**config.mk**
```make
export PLATFORM = sky130hd
export DESIGN_NAME = axi_read_burst_ctrl
export DESIGN_NICKNAME = d
export VERILOG_FILES = /design/src/rtl/axi_read_burst_ctrl.sv
export SDC_FILE = /design/constraint.sdc
export NUM_CORES = 1
export LEC_CHECK = 0
export BUFFER_PORTS_ARGS = -buffer_cell sky130_fd_sc_hd__buf_2
export CORE_ASPECT_RATIO = 0.7
export CORE_MARGIN = 3
export CORE_UTILIZATION = 40
export DETAILED_ROUTE_END_ITERATION = 12
export SYNTH_ARGS = -nofsm -noshare
export SYNTH_HDL_FRONTEND = slang
export SYNTH_SLANG_ARGS = --single-unit
```
**constraint.sdc**
```tcl
create_clock -name clk -period 3.2 [get_ports clk]
set_input_delay 0.32 -clock clk [delete_from_list [all_inputs] [get_ports clk]]
set_output_delay 0.32 -clock clk [all_outputs]
set_load 0.01 [all_outputs]
```
**src/rtl/axi_read_burst_ctrl.sv**
```systemverilog
// AXI4 read-only slave front-end for a single-port SRAM behind an arbiter.
// Supports FIXED/INCR/WRAP and narrow bursts, with a read-data FIFO so memory reads run ahead of RREADY.
module axi_read_burst_ctrl #(
    parameter int AXI4_ADDRESS_WIDTH = 32,
    parameter int AXI4_RDATA_WIDTH   = 64,
    parameter int AXI4_ID_WIDTH      = 16,
    parameter int AXI4_USER_WIDTH    = 10,
    parameter int MEM_ADDR_WIDTH     = 13,
    parameter int RBUF_DEPTH         = 4
) (
    input  logic                          clk,
    input  logic                          rst_n,
    input  logic [AXI4_ID_WIDTH-1:0]      ARID_i,
    input  logic [AXI4_ADDRESS_WIDTH-1:0] ARADDR_i,
    input  logic [7:0]                    ARLEN_i,
    input  logic [2:0]                    ARSIZE_i,
    input  logic [1:0]                    ARBURST_i,
    input  logic                          ARLOCK_i,
    input  logic [3:0]                    ARCACHE_i,
    input  logic [2:0]                    ARPROT_i,
    input  logic [3:0]                    ARREGION_i,
    input  logic [AXI4_USER_WIDTH-1:0]    ARUSER_i,
    input  logic [3:0]                    ARQOS_i,
    input  logic                          ARVALID_i,
    output logic                          ARREADY_o,
    output logic [AXI4_ID_WIDTH-1:0]      RID_o,
    output logic [AXI4_RDATA_WIDTH-1:0]   RDATA_o,
    output logic [1:0]                    RRESP_o,
    output logic                          RLAST_o,
    output logic [AXI4_USER_WIDTH-1:0]    RUSER_o,
    output logic                          RVALID_o,
    input  logic                          RREADY_i,
    output logic                          MEM_CEN_o,
    output logic                          MEM_WEN_o,
    output logic [MEM_ADDR_WIDTH-1:0]     MEM_A_o,
    output logic [AXI4_RDATA_WIDTH-1:0]   MEM_D_o,
    output logic [AXI4_RDATA_WIDTH/8-1:0] MEM_BE_o,
    input  logic [AXI4_RDATA_WIDTH-1:0]   MEM_Q_i,
    output logic                          valid_o,
    input  logic                          grant_i
);

    localparam int OFFSET = $clog2(AXI4_RDATA_WIDTH / 8);
    localparam int PTR_W  = $clog2(RBUF_DEPTH);
    localparam int CNT_W  = PTR_W + 1;
    localparam int AW     = AXI4_ADDRESS_WIDTH;

    localparam logic [1:0] BURST_FIXED = 2'b00;
    localparam logic [1:0] BURST_WRAP  = 2'b10;
    localparam logic [1:0] BURST_RSVD  = 2'b11;
    localparam logic [1:0] RESP_OKAY   = 2'b00;
    localparam logic [1:0] RESP_SLVERR = 2'b10;

    typedef enum logic [1:0] {IDLE, RUN, ERR} state_t;

    state_t state, state_next;

    logic [AXI4_ID_WIDTH-1:0]    id_q;
    logic [AXI4_USER_WIDTH-1:0]  user_q;
    logic [7:0]                  len_q;
    logic [2:0]                  size_q;
    logic [1:0]                  burst_q;
    logic [AW-1:0]               addr_q;
    logic [8:0]                  beats_issued;
    logic [8:0]                  beats_returned;
    logic                        inflight;

    logic [AXI4_RDATA_WIDTH-1:0] fifo_mem [RBUF_DEPTH];
    logic [PTR_W-1:0]            wr_ptr;
    logic [PTR_W-1:0]            rd_ptr;
    logic [CNT_W-1:0]            count;

    logic                        ar_hs;
    logic                        ar_legal;
    logic                        wrap_len_ok;
    logic [AW-1:0]               size_mask;
    logic [AW-1:0]               step;
    logic [AW-1:0]               wrap_mask;
    logic [AW-1:0]               addr_inc;
    logic [AW-1:0]               addr_next;
    logic [CNT_W-1:0]            occupancy;
    logic                        issue_req;
    logic                        mem_fire;
    logic                        fifo_empty;
    logic                        r_valid;
    logic                        r_last;
    logic                        r_hs;
    logic                        push;
    logic                        pop;

    logic unused_ar_sideband;
    assign unused_ar_sideband = ^{ARLOCK_i, ARCACHE_i, ARPROT_i, ARREGION_i, ARQOS_i};

    assign MEM_WEN_o = 1'b1;
    assign MEM_D_o   = '0;
    assign MEM_BE_o  = '0;
    assign MEM_A_o   = addr_q[MEM_ADDR_WIDTH+OFFSET-1:OFFSET];

    // Request legality is decided on the AR payload so ERR bursts never touch memory.
    always_comb begin
        ar_hs       = (state == IDLE) && ARVALID_i;
        wrap_len_ok = (ARLEN_i == 8'd1) || (ARLEN_i == 8'd3) || (ARLEN_i == 8'd7) || (ARLEN_i == 8'd15);
        size_mask   = (AW'(1) << ARSIZE_i) - AW'(1);
        ar_legal    = (ARBURST_i != BURST_RSVD) && (int'(ARSIZE_i) <= OFFSET) &&
                      ((ARBURST_i != BURST_WRAP) || (wrap_len_ok && ((ARADDR_i & size_mask) == '0)));
    end

    // Issue is throttled by FIFO space including the read still in flight, so pushes never overflow.
    always_comb begin
        step      = AW'(1) << size_q;
        wrap_mask = ((AW'(len_q) + AW'(1)) << size_q) - AW'(1);
        addr_inc  = addr_q + step;
        addr_next = addr_inc;
        case (burst_q)
            BURST_FIXED: addr_next = addr_q;
            BURST_WRAP:  addr_next = (addr_q & ~wrap_mask) | (addr_inc & wrap_mask);
            default:     addr_next = addr_inc;
        endcase
        occupancy  = count + CNT_W'(inflight);
        issue_req  = (state == RUN) && (beats_issued <= {1'b0, len_q}) &&
                     (occupancy < CNT_W'(RBUF_DEPTH));
        mem_fire   = issue_req && grant_i;
        fifo_empty = (count == '0);
        r_valid    = ((state == RUN) && !fifo_empty) || (state == ERR);
        r_last     = (beats_returned == {1'b0, len_q});
        r_hs       = r_valid && RREADY_i;
        push       = inflight;
        pop        = r_hs && (state == RUN);
    end

    always_ff @(posedge clk) begin
        if (!rst_n) begin
            state <= IDLE;
        end else begin
            state <= state_next;
        end
    end

    always_comb begin
        state_next = state;
        case (state)
            IDLE:     if (ar_hs) state_next = ar_legal ? RUN : ERR;
            RUN, ERR: if (r_hs && r_last) state_next = IDLE;
            default:  state_next = IDLE;
        endcase
    end

    // Everything is forced quiet while rst_n is low, so a mid-burst reset is silent immediately.
    always_comb begin
        ARREADY_o = 1'b0;
        valid_o   = 1'b0;
        MEM_CEN_o = 1'b1;
        RVALID_o  = 1'b0;
        RLAST_o   = 1'b0;
        RRESP_o   = RESP_OKAY;
        RDATA_o   = '0;
        RID_o     = '0;
        RUSER_o   = '0;
        if (rst_n) begin
            ARREADY_o = (state == IDLE);
            valid_o   = issue_req;
            MEM_CEN_o = !issue_req;
            RVALID_o  = r_valid;
            RLAST_o   = r_valid && r_last;
            RRESP_o   = (state == ERR) ? RESP_SLVERR : RESP_OKAY;
            RDATA_o   = ((state == RUN) && !fifo_empty) ? fifo_mem[rd_ptr] : '0;
            RID_o     = id_q;
            RUSER_o   = user_q;
        end
    end

    always_ff @(posedge clk) begin
        if (!rst_n) begin
            id_q           <= '0;
            user_q         <= '0;
            len_q          <= '0;
            size_q         <= '0;
            burst_q        <= '0;
            addr_q         <= '0;
            beats_issued   <= '0;
            beats_returned <= '0;
            inflight       <= 1'b0;
            wr_ptr         <= '0;
            rd_ptr         <= '0;
            count          <= '0;
        end else begin
            if (ar_hs) begin
                id_q           <= ARID_i;
                user_q         <= ARUSER_i;
                len_q          <= ARLEN_i;
                size_q         <= ARSIZE_i;
                burst_q        <= ARBURST_i;
                addr_q         <= ARADDR_i;
                beats_issued   <= '0;
                beats_returned <= '0;
            end
            if (mem_fire) begin
                addr_q       <= addr_next;
                beats_issued <= beats_issued + 9'd1;
            end
            inflight <= mem_fire;
            if (push) wr_ptr <= wr_ptr + PTR_W'(1);
            if (pop) rd_ptr <= rd_ptr + PTR_W'(1);
            if (r_hs) beats_returned <= beats_returned + 9'd1;
            case ({push, pop})
                2'b10:   count <= count + CNT_W'(1);
                2'b01:   count <= count - CNT_W'(1);
                default: count <= count;
            endcase
        end
    end

    always_ff @(posedge clk) begin
        if (push) fifo_mem[wr_ptr] <= MEM_Q_i;
    end

endmodule

```
==> implementation parameters, run 1 <==
Parameter                              Value

Min path
  Worst hold path type    input pin to flip-flop

Setup path
  Cells traversed along the worst timing path    buf_8, inv_1, mux2_2, a22oi_1, o2bb2ai_1, nand2_1, nor4_2, xnor2_1, or4_1, and4bb_1
  Sum of buffers and inverters on the critical path    2
  Worst path top cell family by delay    simple AND/OR/NAND/NOR gates
  Critical Setup Path Class    flip-flop to flip-flop
  Nature of the critical path endpoint    flip-flop
  Critical-path maximum fanout    24
  Crit path required time    3.61 ns
  Critical path launch point type    flip-flop
  Data arrival time of the worst path    ~3.4 ns
  Critical-path cell with the highest stage delay    sky130_fd_sc_hd__mux2_2
  Largest stage delay, worst path    0.39 ns
  Flop2flop setup slack    slightly below 0.2 ns

CTS
  Clock tree root driver cell    sky130_fd_sc_hd__clkbuf_16
  Clock Tree Buf Depth    3
  Number of sinks driven by the clock tree    approximately 340
  Clock latency at the later pin of the worst-skew pair    approximately 0.54 ns
  Clock tree from TritonCTS    built
  Clock buffers created by TritonCTS    37
  Clock-pin slew on the worst setup and hold paths    0.06 ns
  Number of H-tree levels    2

Route
  Post-detailed-route DRC marker count    0
  Detailed Routing Iterations Pass 1    5
  DR vias    11.6k
  Post-DRT Antenna Nets    0
  Final wirelength    between 40000 and 50000 µm
  Routed len/inst    ~20 µm
  Iter 0 DRT Violations    922
  Vias per std cell    5.28

Logic synthesis
  Most common cell in the netlist    sky130_fd_sc_hd__edfxtp_1
  Post-synth EDFFs    256
  Number of different library cells in the post-synthesis netlist    79
  Share of synthesized registers carrying an async set or reset    0%
  Count of yosys warnings during synthesis    0
  Synth area leader    sky130_fd_sc_hd__edfxtp_1
  Synthesized netlist cell count    1337
  Top_reg_cell synth    sky130_fd_sc_hd__edfxtp_1
  Part of the Yosys area used for sequential elements    around 57%
  Register bit count reported by yosys    between 300 and 400
  Post-Syn Area per Cell    12.3 µm²
  Summed instance area of the synthesized netlist    about 0.016 mm²
  Top cell type's share of synthesized area    between 40% and 50%
  Synth top area cells    sky130_fd_sc_hd__edfxtp_1, sky130_fd_sc_hd__dfxtp_1, sky130_fd_sc_hd__mux4_2, sky130_fd_sc_hd__buf_4, sky130_fd_sc_hd__nand2_1
  Most frequent cells after synthesis    sky130_fd_sc_hd__edfxtp_1, sky130_fd_sc_hd__nand2_1, sky130_fd_sc_hd__a21oi_1

Die
  Total number of placement rows    61
  Width of the die    248 µm
  DIE HEIGHT    about 180 µm
  Die Area    ~0.044 mm²
  Initial core utilization    40.9%
  Placeable Area    0.0401 mm²
  # IOs    between 300 and 400

Final layout
  Area delta synth->final    22.2%
  Number of nets in the final layout    ~1.8k
  Sequential cell area in the final layout    0.00940 mm²
  Multi-input combinational cell area    a little over 0.006 mm²
  Fraction of final layout cells with drive strength greater than 1    a little over a quarter
  Filler Cells Inserted    between 3k and 4k

Placed design
  Port bufs    242
  Detail Placement HPWL    roughly 29000 µm
  Final weighted congestion in routability-driven placement    between 0.8 and 0.9
  Post-Place Setup Slack    -0.0847 ns

Global route
  Aggregate global routing overflow    0
  Number of antenna violations at the first check in global routing    1
  All-layer global routing usage    approximately 20%
  Via count of the first global-routing pass    11.4k
  Maximum number of pins on one net before global-route repair    67
  First-pass GRT wire length    66800 µm

Timing
  Number of pins with negative max-slew slack in the final report    0
  Total setup violations reported at the end of the flow    0
  Post-layout minimum cycle time    3.01 ns
  Slew Limit Headroom    between 40% and 50%
  Setup TNS Final    0 ns
  Slew at the pin closest to its max-slew limit    ~0.78 ns
  Fin crit share    a little over nine tenths
  Clock skew after layout    0.0185 ns
  Maximum frequency from static timing analysis    333 MHz
  Final worst setup slack    about 0.19 ns
  Number of endpoints with negative hold slack in the final report    0

Pwr
  Cell area power density    518 mW/mm²
  Overall power consumption    ~0.010 W
  Static leakage power    7.77 nW
  Peak supply drop    between 0.5 and 0.6 mV

Outcome
  Result of the run    complete, no violations

Run
  Max-cap violations    0
cell usage in the layout (no fill, tap or decap), types with 7 or more instances in the layout:
| master | synthesis | final |
|---|---|---|
| sky130_fd_sc_hd__a211oi_1 | 14 | 14 |
| sky130_fd_sc_hd__a21oi_1 | 91 | 90 |
| sky130_fd_sc_hd__a311oi_1 | 7 | 7 |
| sky130_fd_sc_hd__and2_1 | 38 | 33 |
| sky130_fd_sc_hd__and3_1 | 73 | 73 |
| sky130_fd_sc_hd__buf_12 | 0 | 8 |
| sky130_fd_sc_hd__buf_2 | 8 | 241 |
| sky130_fd_sc_hd__buf_4 | 88 | 47 |
| sky130_fd_sc_hd__clkbuf_16 | 0 | 38 |
| sky130_fd_sc_hd__clkinv_1 | 1 | 9 |
| sky130_fd_sc_hd__conb_1 | 2 | 74 |
| sky130_fd_sc_hd__dfxtp_1 | 85 | 80 |
| sky130_fd_sc_hd__dlygate4sd3_1 | 0 | 63 |
| sky130_fd_sc_hd__edfxtp_1 | 256 | 256 |
| sky130_fd_sc_hd__ha_1 | 30 | 29 |
| sky130_fd_sc_hd__inv_1 | 35 | 35 |
| sky130_fd_sc_hd__mux4_2 | 64 | 64 |
| sky130_fd_sc_hd__nand2_1 | 129 | 129 |
| sky130_fd_sc_hd__nand2b_1 | 7 | 7 |
| sky130_fd_sc_hd__nand3_1 | 28 | 28 |
| sky130_fd_sc_hd__nand4_1 | 12 | 12 |
| sky130_fd_sc_hd__nor2_1 | 65 | 65 |
| sky130_fd_sc_hd__nor2b_1 | 9 | 9 |
| sky130_fd_sc_hd__nor3_1 | 16 | 15 |
| sky130_fd_sc_hd__o211ai_1 | 16 | 16 |
| sky130_fd_sc_hd__o21ai_0 | 42 | 41 |
| sky130_fd_sc_hd__xnor2_1 | 23 | 23 |
| sky130_fd_sc_hd__xor2_1 | 11 | 11 |
stage by stage:
step	hold slack, ns	cells	area (µm²)	utilization [%]
after floorplan	0.419	1409	16700	-
after global placement	0.437	2071	18100	45.1
after detailed placement	0.443	2071	18100	45.1
after CTS	0.00132	2202	20000	49.9
after global routing	0.00862	2204	20100	50.0
final	0.0284	2205	20100	50.0
layer usage:
| metal | track usage [%] | up-vias | share of wire [%] |
|---|---|---|---|
| li1 | - | 5456 | - |
| met1 | 28.3 | 5740 | 45 |
| met2 | 31.1 | 388 | 46 |
| met3 | 4.01 | 53 | 7.1 |
| met4 | 4.15 | 0 | 1.8 |
| met5 | 0 | - | 0 |
registers in the layout, summed over array words and instances (netlist names), named ones only:
register and flops:
len_q 8, count 3, fifo_mem 256, beats_returned 9
user_q 10, size_q 3, rd_ptr 2, beats_issued 9
id_q 16, burst_q 2, wr_ptr 2, state 2
inflight 1
final cells by class:
type / instances / share of cell area (%)
flip-flops and latches: 341 / 46.8
multi-input cells: 862 / 31.1
repair buffers: 360 / 11.8
clock buffers: 43 / 4.83
well taps: 535 / 3.33
clock inverters: 25 / 1.48
inverters: 38 / 0.729
diodes: 1 / 0.0125
worst register-to-register path, cell delays in order, from the launching register on:
cell and delay (ns):
sky130_fd_sc_hd__dfxtp_2 0.35, sky130_fd_sc_hd__buf_8 0.17, sky130_fd_sc_hd__inv_1 0.27, sky130_fd_sc_hd__mux2_2 0.39, sky130_fd_sc_hd__a22oi_1 0.25, sky130_fd_sc_hd__o2bb2ai_1 0.25
sky130_fd_sc_hd__nand2_1 0.18, sky130_fd_sc_hd__nor4_2 0.34, sky130_fd_sc_hd__xnor2_1 0.11, sky130_fd_sc_hd__or4_1 0.39, sky130_fd_sc_hd__and4bb_1 0.20
path summary, 6_finish.rpt:
path,cells past startpoint,end,startpoint
worst min-delay path,1,fifo_mem[0][53],MEM_Q_i[53]
worst max register to register,10,flip-flop,size_q[1]
worst max-delay path,10,flip-flop,size_q[1]
worst min register to register,2,user_q[6],user_q[6]
report_power, final:
part           switching (W)  internal (W)  total (W)
logic               0.000636      0.000430    0.00107
registers          0.0000658       0.00482    0.00488
clock network        0.00179       0.00268    0.00446
repair_timing:
action	in CTS	in global routing
gates cloned	0	0
hold buffers	63	0
gates resized for setup	1	17
endpoints found under the setup margin	2	9
hold endpoints to repair	248	0
setup buffers	0	2
pin swaps	0	5
cells by family after synthesis:
| kind of cell | count (synthesis) | synth area share, % |
|---|---|---|
| buffers and inverters | 206 | 6.87 |
| XOR/XNOR | 35 | 1.98 |
| AO/OA/AOI/OAI | 237 | 9.35 |
| other | 2 | 0.0457 |
| flip-flops | 341 | 57.1 |
| multiplexers | 72 | 9.27 |
| adder cells (fa/ha/maj) | 32 | 2.53 |
| AND/OR/NAND/NOR | 412 | 12.8 |
Power figures use the tool's default switching activity.
==> run 2, diff against run 1 <==
--- a/config.mk
+++ b/config.mk
@@ -5,6 +5,7 @@
 export SDC_FILE = /design/constraint.sdc
 export NUM_CORES = 1
 export LEC_CHECK = 0
+export ABC_AREA = 1
 export BUFFER_PORTS_ARGS = -buffer_cell sky130_fd_sc_hd__buf_2
 export CORE_ASPECT_RATIO = 0.7
 export CORE_MARGIN = 3
==> implementation parameters, run 2 <==
Parameter                              Value

Outcome
  Result of the run    complete, no violations

Final layout
  Largest register FFs    256 (unchanged)
  Biggest register    fifo_mem
  Registers with the most flip-flops    fifo_mem x256, id_q x16, user_q x10
  Fraction of final layout cells with drive strength greater than 1    18.3% (-9.0 points)
  Multi-input combinational cell area    0.00603 mm² (-3.4%)
  Final cell count without fillers    2648 (+20%)
  Summed area of non-filler cells in the final layout    0.0197 mm² (-1.8%)
  Sequential cell area in the final layout    0.00939 mm² (about the same)
  Number of nets in the final layout    2274 (+24%)
  Area delta synth->final    18.5%
  Commonest cells after routing, fill and taps aside    sky130_fd_sc_hd__nor2_1, sky130_fd_sc_hd__edfxtp_1, sky130_fd_sc_hd__buf_2
  Filler Cells Inserted    3789 (+7.6%)
  Most common library cell in the layout ignoring fill and taps    sky130_fd_sc_hd__nor2_1

Timing
  Worst hold-check slack    0.0178 ns (-0.0105 ns)
  Final worst setup slack    0.197 ns (+0.00388 ns)
  Number of endpoints with negative hold slack in the final report    0 (unchanged)
  Slew at the pin closest to its max-slew limit    0.911 ns (+0.136 ns)
  Post-layout minimum cycle time    3.00 ns (-0.00388 ns)
  Fin crit share    93.8% (-0.12 points)
  Total setup violations reported at the end of the flow    0 (unchanged)
  Maximum frequency from static timing analysis    333 MHz (+0.13%)
  Clock skew after layout    0.00835 ns (-0.0102 ns)
  Slew Limit Headroom    39.2% (-8.7 points)
  Number of pins with negative max-slew slack in the final report    0 (unchanged)

Pwr
  Static leakage power    8.27 nW (+6.5%)
  Switching power of the nets    0.00251 W (+0.93%)
  Relative contribution of combinational cells to total power    11.3% (+1.1 points)
  Peak supply drop    0.479 mV (-4.9%)
  Net Sw Frac    24.9% (+0.99 points)
  Internal power summed over all cells    0.00758 W (-4.3%)
  Seq pwr share    48.6% (+1.7 points)
  Cell area power density    512 mW/mm² (-1.3%)
  Clk network pwr share    40.1% (-2.8 points)

Global route
  Most used routing layer in global routing    met2
  M2 GR Usage    30.3% (-0.83 points)
  Aggregate global routing overflow    0 (unchanged)
  All-layer global routing usage    19.0% (-0.73 points)
  Met3 usage in global routing    3.03% (-0.99 points)
  Via count of the first global-routing pass    12.4k (+9.0%)
  First-pass GRT wire length    67600 µm (+1.2%)
  GR Layer Usage met1    26.9% (-1.4 points)
  Number of antenna violations at the first check in global routing    2 (+1)
  Maximum number of pins on one net before global-route repair    129 (+93%)

Min path
  Worst hold path type    input pin to flip-flop
  Hold wc startpoint    MEM_Q_i[44]
  Min-Delay Path Depth    1 (unchanged)
  Hold-critical path endpoint    fifo_mem[1][44]

Placed design
  Final weighted congestion in routability-driven placement    0.822 (-6.6%)
  Placed Area    0.0182 mm² (+0.32%)
  Placed insts    2542 (+23%)
  Port bufs    242 (unchanged)
  Post-Place Setup Slack    0.365 ns (+0.450 ns)
  Detail Placement HPWL    27900 µm (-2.2%)

CTS
  Number of H-tree levels    2 (unchanged)
  Clock-pin slew on the worst setup and hold paths    0.06 ns (about the same)
  Clock tree root driver cell    sky130_fd_sc_hd__clkbuf_16
  Number of buffers inserted by post-CTS setup repair    0 (unchanged)
  Clock Tree Buf Depth    3 (unchanged)
  Clock tree from TritonCTS    built
  Number of sinks driven by the clock tree    341 (unchanged)
  Clock buffers created by TritonCTS    36 (-2.7%)
  Clock latency at the later pin of the worst-skew pair    0.53 ns (about the same)

Setup path
  Startpoint of the most critical register-to-register path    len_q[3]
  Crit path required time    2.88 ns (-0.73 ns)
  Critical Setup Path Class    flip-flop to primary output
  Data arrival time of the worst path    2.68 ns (-0.74 ns)
  Nature of the critical path endpoint    primary output
  Flop2flop setup slack    0.27 ns (+0.08 ns)
  Reg2Reg Depth    15 (+5)
  Critical path launch point type    flip-flop
  Critical-path maximum fanout    23 (-4.2%)

Die
  # IOs    339 (unchanged)
  Total number of placement rows    61 (unchanged)
  DIE HEIGHT    177 µm (+0.60%)
  Width of the die    250 µm (+0.61%)
  Placeable Area    0.0404 mm² (+0.57%)
  Initial core utilization    41.2% (+0.28 points)
  Die Area    0.0441 mm² (+1.2%)

Logic synthesis
  Post-synth EDFFs    256 (unchanged)
  Part of the Yosys area used for sequential elements    56.4% (-0.71 points)
  Synth top area cells    sky130_fd_sc_hd__edfxtp_1, sky130_fd_sc_hd__dfxtp_1, sky130_fd_sc_hd__nor2_1, sky130_fd_sc_hd__o21ai_0, sky130_fd_sc_hd__nand2_1
  Top_reg_cell synth    sky130_fd_sc_hd__edfxtp_1
  Synthesized netlist cell count    1823 (+36%)
  Summed instance area of the synthesized netlist    0.0166 mm² (+1.3%)
  Most common cell in the netlist    sky130_fd_sc_hd__nor2_1
  Post-Syn Area per Cell    9.13 µm² (-26%)
  Synth area leader    sky130_fd_sc_hd__edfxtp_1
  Register bit count reported by yosys    341 (unchanged)
  Most frequent cells after synthesis    sky130_fd_sc_hd__nor2_1, sky130_fd_sc_hd__edfxtp_1, sky130_fd_sc_hd__nand2_1
  Count of yosys warnings during synthesis    0 (unchanged)
  Share of synthesized registers carrying an async set or reset    0% (unchanged)
  Number of different library cells in the post-synthesis netlist    49 (-38%)
  Top cell type's share of synthesized area    46.2% (-0.58 points)

Route
  Post-DRT Antenna Nets    0 (unchanged)
  Vias per std cell    4.90 (-7.1%)
  Iter 0 DRT Violations    800 (-13%)
  Final wirelength    42900 µm (-0.57%)
  Post-detailed-route DRC marker count    0 (unchanged)
  Detailed Routing Iterations Pass 1    5 (unchanged)
  Routed len/inst    16.2 µm (-17%)
  DR vias    13.0k (+12%)

Run
  Max-cap violations    0 (unchanged)
## run 2: changes by cell type after synthesis, sizes merged, moves of 20 or more
| cell | change |
|---|---|
| mux4 | -64 |
| xnor2 | -20 |
| and3 | -74 |
| nand2 | +115 |
| a21oi | +38 |
| nor2 | +323 |
| and2 | -37 |
| nand3 | +61 |
| inv | +99 |
| o21ai | +166 |
## run 2: how the worst max path moves through the flow
stage | from | end | slack, ns
floorplan | size_q[1] | flip-flop | 0.28
global route | state[1] | RDATA_o[11] | -0.0002
finish | state[1] | RDATA_o[7] | 0.20
global placement | size_q[2] | flip-flop | 0.42
CTS | state[1] | RDATA_o[7] | 0.006
detailed placement | size_q[2] | flip-flop | 0.37
## run 2: worst max-delay path, stage by stage, from the launching register on
cell,delay (ns)
sky130_fd_sc_hd__dfxtp_1,0.32
sky130_fd_sc_hd__inv_1,0.08
sky130_fd_sc_hd__ha_1,0.21
sky130_fd_sc_hd__inv_1,0.07
sky130_fd_sc_hd__a31oi_1,0.36
sky130_fd_sc_hd__nand2_4,0.31
sky130_fd_sc_hd__buf_4,0.34
sky130_fd_sc_hd__a21oi_1,0.25
sky130_fd_sc_hd__buf_2,0.19
## run 2: kinds of logic after synthesis
logic type / share of synthesized area, %
adders and majority gates: 2.50
muxes: 0.0601
xor gates and xnor gates: 0.895
other: 0.0451
buffers and inverters: 9.07
AOI/OAI and AO/OA: 11.7
DFF: 56.4
and+or+nand+nor: 19.3
## run 2: through the flow
step	util [%]	setup TNS [ns]	total power, W
detailed placement	45.0	0	0.00609
finish	48.8	0	0.0101
CTS	48.8	0	0.0102
floorplan	-	0	0.00580
global placement	45.0	0	0.00607
global route	48.8	-0.000167	0.0106
## run 2: power groups by stage
stage                     clock network [W]  logic (W)  registers [W]
final                               0.00405    0.00114        0.00490
after global routing                0.00436    0.00128        0.00491
after CTS                           0.00416    0.00114        0.00490
after detailed placement                  0    0.00109        0.00500
after global placement                    0    0.00108        0.00499
after floorplan                           0   0.000820        0.00498
## run 2: layer usage
layer | vias to the layer above | share of wire [%]
met2 | 360 | 46
li1 | 6512 | -
met3 | 64 | 5.2
met4 | 2 | 2.4
met1 | 6044 | 47
met5 | - | 0.030
## run 2: layout make-up
class	instances	area share [%]
Clock inverter	17	0.926
Clock buffer	47	4.78
Antenna cell	1	0.0127
Multi-Input combinational cell	1248	30.6
Tap cell	535	3.39
Sequential cell	341	47.6
Timing Repair Buffer	322	10.1
Inverter	137	2.61
## run 2: timing repair
action	CTS	global route
endpoints found under the setup margin	0	19
resized for setup	0	3
hold endpoints to repair	143	4
hold buffers	40	1
==> run 3, diff against run 2 <==
--- a/config.mk
+++ b/config.mk
@@ -11,6 +11,7 @@
 export CORE_MARGIN = 3
 export CORE_UTILIZATION = 40
 export DETAILED_ROUTE_END_ITERATION = 12
+export RECOVER_POWER = 50
 export SYNTH_ARGS = -nofsm -noshare
 export SYNTH_HDL_FRONTEND = slang
 export SYNTH_SLANG_ARGS = --single-unit
==> implementation parameters, run 3 (synthesis gave the netlist of run 2 again) <==
Parameter                              Value

Route
  Post-detailed-route DRC marker count    0 (unchanged)
  Final wirelength    42900 µm (about the same)
  Iter 0 DRT Violations    835 (+4.4%)
  Post-DRT Antenna Nets    0 (unchanged)
  Vias per std cell    4.89 (-0.18%)
  Detailed Routing Iterations Pass 1    5 (unchanged)
  DR vias    13.0k (-0.18%)
  Routed len/inst    16.2 µm (about the same)

Placed design
  Placed insts    2542 (unchanged)
  Detail Placement HPWL    27900 µm (unchanged)
  Final weighted congestion in routability-driven placement    0.822 (unchanged)
  Port bufs    242 (unchanged)

Global route
  First-pass GRT wire length    67600 µm (unchanged)
  Via count of the first global-routing pass    12.4k (unchanged)
  Number of antenna violations at the first check in global routing    1 (-1)
  Maximum number of pins on one net before global-route repair    129 (unchanged)
  All-layer global routing usage    19.0% (unchanged)
  Aggregate global routing overflow    0 (unchanged)

Setup path
  Critical Setup Path Class    flip-flop to primary output
  Nature of the critical path endpoint    primary output
  Critical path launch point type    flip-flop
  Cells traversed along the worst timing path    inv_1, ha_1, inv_1, a31oi_1, nand2_4, buf_4, a21oi_1, buf_2
  Reg2Reg Depth    15 (unchanged)
  Largest stage delay, worst path    0.36 ns (about the same)
  Flop2flop setup slack    0.27 ns (about the same)
  Data arrival time of the worst path    2.68 ns (about the same)
  Critical-path maximum fanout    23 (unchanged)
  Crit path required time    2.88 ns (about the same)
  Critical-path cell with the highest stage delay    sky130_fd_sc_hd__a31oi_1
  Critical path's most frequent cell    sky130_fd_sc_hd__inv_1
  Startpoint of the most critical register-to-register path    len_q[3]

Die
  Initial core utilization    41.2% (unchanged)
  DIE HEIGHT    177 µm (unchanged)
  # IOs    339 (unchanged)
  Total number of placement rows    61 (unchanged)
  Placeable Area    0.0404 mm² (unchanged)
  Width of the die    250 µm (unchanged)
  Die Area    0.0441 mm² (unchanged)

Final layout
  Post-Route Utilization    48.5% (-0.32 points)
  Filler Cells Inserted    3825 (+0.95%)
  Final cell count without fillers    2648 (unchanged)
  Commonest cells after routing, fill and taps aside    sky130_fd_sc_hd__nor2_1, sky130_fd_sc_hd__edfxtp_1, sky130_fd_sc_hd__nand2_1
  Number of nets in the final layout    2274 (unchanged)
  Biggest register    fifo_mem
  Most common library cell in the layout ignoring fill and taps    sky130_fd_sc_hd__nor2_1
  Largest register FFs    256 (unchanged)
  Fraction of final layout cells with drive strength greater than 1    14.5% (-3.8 points)
  Registers with the most flip-flops    fifo_mem x256, id_q x16, user_q x10
  Area delta synth->final    17.7%

Timing
  Fin crit share    93.6% (-0.24 points)
  Number of pins with negative max-slew slack in the final report    160 (+160)
  Clock skew after layout    0.00780 ns (-0.000550 ns)
  Number of endpoints with negative hold slack in the final report    0 (unchanged)
  Maximum frequency from static timing analysis    334 MHz (+0.26%)
  Post-layout minimum cycle time    3.00 ns (-0.00769 ns)
  Worst hold-check slack    0.0475 ns (+0.0296 ns)
  Slew at the pin closest to its max-slew limit    2.03 ns (+1.12 ns)
  Total setup violations reported at the end of the flow    0 (unchanged)
  Slew Limit Headroom    -35.5% (-75 points)

CTS
  Number of H-tree levels    2 (unchanged)
  Clock buffers created by TritonCTS    36 (unchanged)
  Clock Tree Buf Depth    3 (unchanged)
  Clock-pin slew on the worst setup and hold paths    0.06 ns (about the same)
  Clock tree root driver cell    sky130_fd_sc_hd__clkbuf_16
  Clock latency at the later pin of the worst-skew pair    0.52 ns (about the same)
  Number of sinks driven by the clock tree    341 (unchanged)
  Number of buffers inserted by post-CTS setup repair    0 (unchanged)
  Clock tree from TritonCTS    built

Pwr
  Relative contribution of combinational cells to total power    11.2% (about the same)
  Overall power consumption    0.0101 W (-0.11%)
  Net Sw Frac    25.0% (+0.076 points)
  Switching power of the nets    0.00252 W (+0.20%)
  Clk network pwr share    40.2% (about the same)
  Internal power summed over all cells    0.00756 W (-0.21%)
  Peak supply drop    0.481 mV (+0.46%)
  Static leakage power    8.03 nW (-2.9%)
  Cell area power density    514 mW/mm² (+0.55%)
  Seq pwr share    48.7% (about the same)

Outcome
  Result of the run    complete, but fails checks
  Failing checks    capacitance limit, slew limit

Run
  Max-cap violations    3 (+3)

Min path
  Hold-critical path endpoint    id_q[11]
  Hold wc startpoint    ARID_i[11]
  Min-Delay Path Depth    3 (+2)
  Worst hold path type    input pin to flip-flop
-- run 3: cell count changes in the layout (fill, tap and decap cells not counted), sizes merged --
| cell | before | now |
|---|---|---|
| clkinv | 13 | 15 |
| inv | 138 | 136 |
| clkbuf | 47 | 126 |
| buf | 281 | 202 |
-- run 3: routing by layer --
metal / up-vias / part of all wire (%) / track usage [%]
li1: 6504 / - / -
met5: - / 0 / 0
met3: 64 / 5.4 / 3.03
met2: 360 / 45 / 30.3
met1: 6031 / 47 / 26.9
met4: 0 / 2.4 / 5.36
-- run 3: power groups by stage --
stage	Clock [W]	Sequential, W	Combinational (W)
2_1_floorplan	0	0.00498	0.000820
3_3_place_gp	0	0.00499	0.00108
3_5_place_dp	0	0.00500	0.00109
4_1_cts	0.00416	0.00490	0.00114
5_1_grt	0.00436	0.00492	0.00127
6_report	0.00405	0.00491	0.00113
-- run 3: repair_timing --
item | 4_1_cts | 5_1_grt
endpoints found under the setup margin | 0 | 19
resized for setup | 0 | 3
hold endpoints to repair | 143 | 4
hold buffers | 40 | 1
-- run 3: worst max-delay path by stage --
stage	startpoint	end	slack, ns
2_1_floorplan	size_q[1]	flip-flop	0.28
3_3_place_gp	size_q[2]	flip-flop	0.42
3_5_place_dp	size_q[2]	flip-flop	0.37
4_1_cts	state[1]	RDATA_o[7]	0.006
5_1_grt	state[1]	RDATA_o[11]	-0.0002
6_report	state[1]	RDATA_o[7]	0.20
-- run 3: final cells by class --
type	instances	area, µm²	share of cell area [%]
flip-flops and latches	341	9390	47.9
clock buffers	47	942	4.81
well taps	535	669	3.42
inverters	137	514	2.62
multi-input cells	1248	6030	30.8
diodes	1	2.50	0.0128
clock inverters	17	183	0.932
repair buffers	322	1860	9.50
-- run 3: worst max-delay path, delay by kind of cell (launching register included) --
family / cells / cell delay, ns
AOI/OAI and AO/OA: 2 / 0.61
adders and majority gates: 1 / 0.21
buffers and inverters: 4 / 0.68
DFF: 1 / 0.32
and+or+nand+nor: 1 / 0.31
-- run 3: through the flow --
step | area, µm² | setup TNS, ns | worst slack, ns
after CTS | 19700 | 0 | 0.00554
final | 19600 | 0 | 0.205
after global routing | 19600 | -0.000167 | -0.000167
after global placement | 18200 | 0 | 0.421
after floorplan | 16900 | 0 | 0.281
after detailed placement | 18200 | 0 | 0.365
